$ cat src/rtl/ctrl_pkg.sv
// ctrl_pkg: shared controller opcodes, HLT sub-op, step state enum and step counter width
package ctrl_pkg;
  localparam int CNT_W = 3;
  localparam logic [4:0] OP_ADD = 5'b00000;
  localparam logic [4:0] OP_LDRRI = 5'b00011;
  localparam logic [4:0] OP_HLT = 5'b11100;
  localparam logic [1:0] SUB_HLT = 2'b01;
  typedef enum logic {RUN, HALT} seq_state_t;
endpackage

$ cat src/rtl/seq_watchdog.sv
// seq_watchdog: in RUN, a last step (cnt all-ones) without buff_pc forces cnt to 0 (force_zero) and sets sticky step_err until rst
module seq_watchdog #(
  parameter int CNT_W = 3
) (
  input  logic             clk,
  input  logic             rst,
  input  logic [CNT_W-1:0] cnt,
  input  logic             buff_pc,
  input  logic             run,
  output logic             force_zero,
  output logic             step_err
);
  assign force_zero = run && (&cnt) && !buff_pc;
  always_ff @(posedge clk)
    if (rst) step_err <= 1'b0;
    else if (force_zero) step_err <= 1'b1;
endmodule

$ cat src/rtl/ins_step_sequencer.sv
// ins_step_sequencer: IR latch + step counter Cnt with RUN/HALT state; in clk,Rst,InsIn,Buff_PC; out Cnt,InsM,InsL,IR,Fetch,Halted,StepErr (watchdog under SEQ_WATCHDOG_EN)
module ins_step_sequencer
  import ctrl_pkg::*;
#(
  parameter int         CNT_W = ctrl_pkg::CNT_W,
  parameter logic [4:0] HLT_M = OP_HLT,
  parameter logic [1:0] HLT_L = SUB_HLT
) (
  input  logic             clk,
  input  logic             Rst,
  input  logic [15:0]      InsIn,
  input  logic             Buff_PC,
  output logic [CNT_W-1:0] Cnt,
  output logic [4:0]       InsM,
  output logic [1:0]       InsL,
  output logic [15:0]      IR,
  output logic             Fetch,
  output logic             Halted,
  output logic             StepErr
);
  seq_state_t state;
  logic force_zero;
  logic hlt;
  assign InsM = IR[15:11];
  assign InsL = IR[1:0];
  assign Fetch = (state == RUN) && (Cnt == '0);
  assign hlt = (InsM == HLT_M) && (InsL == HLT_L) && Buff_PC;
`ifdef SEQ_WATCHDOG_EN
  seq_watchdog #(.CNT_W(CNT_W)) u_wd (
    .clk(clk),
    .rst(Rst),
    .cnt(Cnt),
    .buff_pc(Buff_PC),
    .run(state == RUN),
    .force_zero(force_zero),
    .step_err(StepErr)
  );
`else
  assign force_zero = 1'b0;
  assign StepErr = 1'b0;
`endif
  always_ff @(posedge clk)
    if (Rst) begin
      state <= RUN;
      Cnt <= '0;
      IR <= '0;
      Halted <= 1'b0;
    end else if (state == RUN) begin
      if (Cnt == '0) IR <= InsIn;
      if (hlt) begin
        state <= HALT;
        Halted <= 1'b1;
        Cnt <= '0;
      end else Cnt <= (Buff_PC || force_zero) ? '0 : Cnt + 1'b1;
    end
endmodule

$ cat config.mk
export PLATFORM = sky130hd
export DESIGN_NAME = ins_step_sequencer
export DESIGN_NICKNAME = d
export VERILOG_FILES = /design/src/rtl/ctrl_pkg.sv /design/src/rtl/seq_watchdog.sv /design/src/rtl/ins_step_sequencer.sv
export SDC_FILE = /design/constraint.sdc
export NUM_CORES = 1
export LEC_CHECK = 0
export BUFFER_PORTS_ARGS = -buffer_cell sky130_fd_sc_hd__buf_2
export CORE_MARGIN = 2
export CORE_UTILIZATION = 40
export DETAILED_ROUTE_END_ITERATION = 12
export MAX_ROUTING_LAYER = met4
export PLACE_DENSITY_LB_ADDON = 0.25
export SLEW_MARGIN = 20
export SYNTH_ARGS = -nofsm -noshare
export SYNTH_HDL_FRONTEND = slang
export SYNTH_HIERARCHICAL = 1
export SYNTH_SLANG_ARGS = --single-unit
export TNS_END_PERCENT = 50
$ cat constraint.sdc
create_clock -name clk -period 1.5 [get_ports clk]
set_input_delay 0.225 -clock clk [delete_from_list [all_inputs] [get_ports clk]]
set_output_delay 0.225 -clock clk [all_outputs]
set_load 0.005 [all_outputs]
==> metrics.yaml, run 1 <==
run_status:
  outcome: "finished with violations"
  violations: "setup timing"
logic_synthesis:
  synth_cells: 107
  syn_area_per_cell_um2: 8.62
  yosysTopAreaCellShare_pct: 45.6
  synth_cell_type_count: 25
  yosysSeqAreaShare_pct: 45.6
  synth_seq_cells: 21
  yosysWarnings: 6
  syn_nets: 128
  yosysTopAreaCell: "dfxtp_1"
  synth_area_um2: 922
  synthTopCellsByArea: "dfxtp_1 (46%), nand2_1 (13%), a21oi_2 (8.5%), buf_4 (6.5%), a21oi_1 (6.0%)"
worst_hold_path:
  hold_path_depth: 3
  hold_path.startpoint: "InsIn[4]"
  hp-class: "input port to flip-flop"
  holdPathEnd: "IR[4]"
detailed_routing:
  ant_nets: 0
  topRoutingLayerUsed: "met4"
  vias_per_cell: 4.60
  totalWireLength_um: 1910
  drt_iter0_drc: 9
  wl_met2_um: 883
  drc: 0
  wire_per_inst_um: 10.8
  met1_length_um: 886
  firstDrtPassIters: 4
  met3WireLength_um: 123
  dr_total_vias: 810
die:
  initial_core_util_pct: 42.1
  die_y_um: 52.0
  core_mm2: 0.00219
  die_w_um: 52.0
  die_area_mm2: 0.00271
  num_rows: 17
  io_pins: 48
grt:
  track_usage_pct: 15.5
  grt_max_degree: 23
  grt_antenna_before_repair: 0
  grt.overflow.total: 0
  grt_pass1_vias: 695
  grt_pass1_wl_um: 3010
cts:
  clockRootBuffer: "clkbuf_4"
  htreeDepth: 1
  path_clk_slew_ns: 0.12
  clock_path_buffers: 2
  cts_hold_buf: 0
  clock_sinks: 21
  cts_tree: "built"
  numCtsBuffers: 3
  clk_latency_ns: 0.30
placement:
  place_area_mm2: 0.00109
  dp_hpwl_um: 1350
  gp_congestion: 0.663
  dp.cells: 169
  io_buffers: 46
  pre_cts_ws_ns: 0.0734
critical_path:
  ff2ff_path_depth: 7
  r2r_end: "IR[8]"
  crit_path_cell_trace: "inv_2, ha_1, or3b_4, clkinv_4, buf_6"
  cp.required_ns: 1.27
  max_stage_delay_ns: 0.40
  start_kind: "flip-flop"
  critical_path_buf_inv_count: 3
  worstPathArrival_ns: 1.34
  path_delay_family: "simple AND/OR/NAND/NOR gates"
  r2r_slack_ns: 0.07
  endpoint_kind: "output pin"
  critical_path_class: "flip-flop to output pin"
  r2r_start: "Cnt[0]"
  crit_fanout: 2
  critPathSlowestCell: "or3b_4"
timing:
  tns_ns: -0.0699
  max_freq_mhz: 637
  period_needed_ns: 1.57
  drv_slew: 0
  rsz0062_at_grt: "yes"
  hold_ws_ns: 0.148
  fin_ws_ns: -0.0699
  min_period_over_period_pct: 105
  setup_viol: 1
  skew_ns: 0.00704
  hold_viol_final: 0
power_and_ir_drop:
  power.total_mw: 1.08
  p_per_area_mw_per_mm2: 938
  ir_worst_vdd_uv: 486
  p_leak_nw: 0.567
finish:
  syn_to_final_growth_pct: 24.4
  drive_gt1_share_pct: 47.3
  fin_area_mm2: 0.00115
  layout_common_cells: "buf_2 (45), nand2_1 (32), dfxtp_1 (19), a21oi_1 (11), a21oi_2 (9)"
  post-route-util_pct: 52.4
  antennaDiodeCount: 0
  final_cells: 176
  nets: 170
  layout_commonest_cell: "buf_2"
job:
  cap_violations: 0
## cell usage after synthesis (all sizes together)
cell type,count
nor4bb,1
nor3b,1
o21ai,1
nand2,32
nor2,3
a21oi,20
buf,13
ha,2
clkinv,1
dfxtp,21
conb,1
nand2b,1
nor2b,1
or4b,1
clkbuf,1
or3b,1
o31ai,1
nor3,1
nand4,1
inv,3
## registers in the layout, summed over array words and instances (netlist names)
signal	count
Cnt	3
Halted	1
IR	16
state	1
## worst register-to-register path: stages, from the launching register on
cell      delay, ns
dfxtp_2        0.34
inv_2          0.04
ha_1           0.12
or3b_4         0.40
clkinv_4       0.07
buf_4          0.20
nand2_1        0.09
a21oi_2        0.11
## what timing repair did
item | CTS | global route
setup endpoints to repair | 1 | 13
resized for setup | 4 | 2
setup buffers | 3 | 0
## where the power goes
group / total [mW] / switching [mW] / internal [mW]
logic: 0.192 / 0.0960 / 0.0964
registers: 0.616 / 0.0226 / 0.593
clock network: 0.268 / 0.165 / 0.103
## worst max-delay path by stage
stage	slack, ns	cells past startpoint	end	start
5_1_grt	-0.13	5	Fetch	Cnt[0]
4_1_cts	-0.09	5	Fetch	Cnt[0]
6_report	-0.07	5	Fetch	Cnt[0]
3_3_place_gp	0.11	6	IR[12]	Cnt[0]
3_5_place_dp	0.07	6	IR[10]	Cnt[1]
2_1_floorplan	0.08	7	IR[10]	Cnt[0]
## kinds of logic after synthesis
kind of cell    after synthesis  share of synthesized area [%]
fa+ha+maj                     2                           2.71
simple gates                 43                           20.8
other cells                   1                          0.407
flops                        21                           45.6
compound gates               22                           15.9
buf+inv                      18                           14.7
## area by class of cell
type	count	area, um^2
Fill cell	238	1040
Multi-Input combinational cell	68	369
Clock buffer	4	26.3
Timing Repair Buffer	51	274
Inverter	4	20.0
Tap cell	28	35.0
Sequential cell	21	423
## routing by layer
metal / global-route usage, % / vias up
li1: - / 418
met1: 19.9 / 365
met2: 23.0 / 25
met3: 3.16 / 2
met4: 7.89 / 0
met5: - / -
Power figures use the tool's default switching activity.
==> inputs of run 2 (changes only) <==
CORE_UTILIZATION = 35   (was 40)
==> run 2 against run 1 <==
Compared with the run above: sequential power about the same; final cell count up 1.1%; sequential share of layout area down 0.63 points; clock power up 4%; critical endpoint unchanged; the flow still finishes with violations (setup timing); clock skew down 0.0065 ns; routed wire length up 12%.
==> metrics.yaml, run 2 (synthesis results as in run 1) <==
job:
  cap_violations: 0  # unchanged
placement:
  place_area_mm2: 0.00109  # +0.23%
  gp_congestion: 0.663  # about the same
  dp.cells: 171  # +1.2%
  io_buffers: 46  # unchanged
  dp_hpwl_um: 1480  # +9.4%
  pre_cts_ws_ns: 0.0631  # -0.0103 ns
die:
  die_w_um: 55.3  # +6.4%
  die_y_um: 55.3  # +6.4%
  num_rows: 18  # +1
  io_pins: 48  # unchanged
  initial_core_util_pct: 37.2  # -4.9 points
  core_mm2: 0.00248  # +13%
  die_area_mm2: 0.00306  # +13%
cts:
  clock_sinks: 21  # unchanged
  clock_path_buffers: 2  # unchanged
  clk_latency_ns: 0.30  # about the same
  cts_hold_buf: 0  # unchanged
  cts_tree: "built"
  path_clk_slew_ns: 0.12  # about the same
  clockRootBuffer: "clkbuf_4"
  numCtsBuffers: 3  # unchanged
  htreeDepth: 1  # unchanged
run_status:
  violations: "setup timing"
  outcome: "finished with violations"
finish:
  syn_to_final_growth_pct: 26.6
  layout_commonest_cell: "buf_2"
  post-route-util_pct: 47.1  # -5.2 points
  reg.largest.list: "IR x16, Cnt x3"
  fin_area_mm2: 0.00117  # +1.7%
  nets: 170  # unchanged
  layout_common_cells: "buf_2 (45), nand2_1 (32), dfxtp_1 (19), a21oi_2 (10), a21oi_1 (10)"
  antennaDiodeCount: 0  # unchanged
  regMostFlops: "IR"
  largest_register_ff_count: 16  # unchanged
  final_cells: 178  # +1.1%
  drive_gt1_share_pct: 49.3  # +2.0 points
detailed_routing:
  ant_nets: 0  # unchanged
  wire_per_inst_um: 12.0  # +10%
  dr_total_vias: 840  # +3.7%
  totalWireLength_um: 2130  # +12%
  vias_per_cell: 4.72  # +2.5%
  drc: 0  # unchanged
  firstDrtPassIters: 4  # unchanged
  drt_iter0_drc: 9  # unchanged
critical_path:
  endpoint_kind: "output pin"
  r2r_slack_ns: 0.05  # -0.02 ns
  cp.required_ns: 1.27  # about the same
  crit_fanout: 2  # unchanged
  critical_path_class: "flip-flop to output pin"
  start_kind: "flip-flop"
  critPathSlowestCell: "or3b_4"
  crit_path_cell_trace: "inv_2, ha_4, or3b_4, clkinv_4, buf_6"
  max_stage_delay_ns: 0.39  # about the same
  worstPathArrival_ns: 1.36  # +0.02 ns
power_and_ir_drop:
  p_per_area_mw_per_mm2: 938  # about the same
  p_leak_nw: 0.570  # +0.68%
  power.total_mw: 1.10  # +1.8%
  ir_worst_vdd_uv: 441  # -9.3%
timing:
  fin_ws_ns: -0.0886  # -0.0187 ns
  period_needed_ns: 1.59  # +0.0187 ns
  hold_viol_final: 0  # unchanged
  rsz0062_at_grt: "yes"
  min_period_over_period_pct: 106  # +1.2 points
  setup_viol: 1  # unchanged
  drv_slew: 0  # unchanged
  max_freq_mhz: 629  # -1.2%
  tns_ns: -0.0886  # -0.0187 ns
  hold_ws_ns: 0.142  # -0.00575 ns
  skew_ns: 0.000493  # -0.00655 ns
grt:
  grt_antenna_before_repair: 0  # unchanged
  grt_max_degree: 23  # unchanged
  track_usage_pct: 14.6  # -0.88 points
  grt_pass1_vias: 817  # +18%
  grt.overflow.total: 0  # unchanged
  grt_pass1_wl_um: 3510  # +17%
worst_hold_path:
  hp-class: "input port to flip-flop"
run 2: changes by cell type in the layout (fill, tap and decap cells not counted):
cell	change
a21oi_1	-1
a21oi_2	+1
clkbuf_1	-1
clkinv_2	+1
ha_1	-1
ha_4	+1
run 2: per-layer routing:
| metal | track usage, % | share of wire, % | vias to the layer above |
|---|---|---|---|
| li1 | - | - | 418 |
| met1 | 17.2 | 45 | 393 |
| met2 | 24.0 | 49 | 27 |
| met3 | 2.58 | 5.1 | 2 |
| met4 | 6.97 | 0.70 | 0 |
| met5 | - | 0 | - |
run 2: worst paths after layout:
kind | endpoint | from | cells after the start
setup / recovery | Fetch | Cnt[1] | 5
hold / removal | IR[2] | InsIn[2] | 3
setup reg to reg | Cnt[2] | Cnt[0] | 4
hold reg to reg | IR[4] | IR[4] | 2
run 2: timing repair:
item                                    CTS  global route
setup buffers                             3             0
endpoints found under the hold margin     0             0
endpoints found under the setup margin    1            12
resized for setup                         8             1
pin swaps                                 1             0
run 2: where the power goes:
part	internal (mW)	switching (mW)
registers	0.593	0.0239
clock network	0.0994	0.181
logic	0.0980	0.100
total	0.791	0.305
run 2: area by class of cell:
type,count,area (um^2)
inverters,4,20.0
clock inverters,1,5.00
clock buffers,3,22.5
well taps,30,37.5
flip-flops and latches,21,423
multi-input cells,68,385
fillers,264,1310
repair buffers,51,274
run 2: critical path: cells and delay by family (launching register included):
kind / cells / cell delay [ns]
buf+inv: 3 / 0.21
simple gates: 1 / 0.39
fa+ha+maj: 1 / 0.12
flops: 1 / 0.34
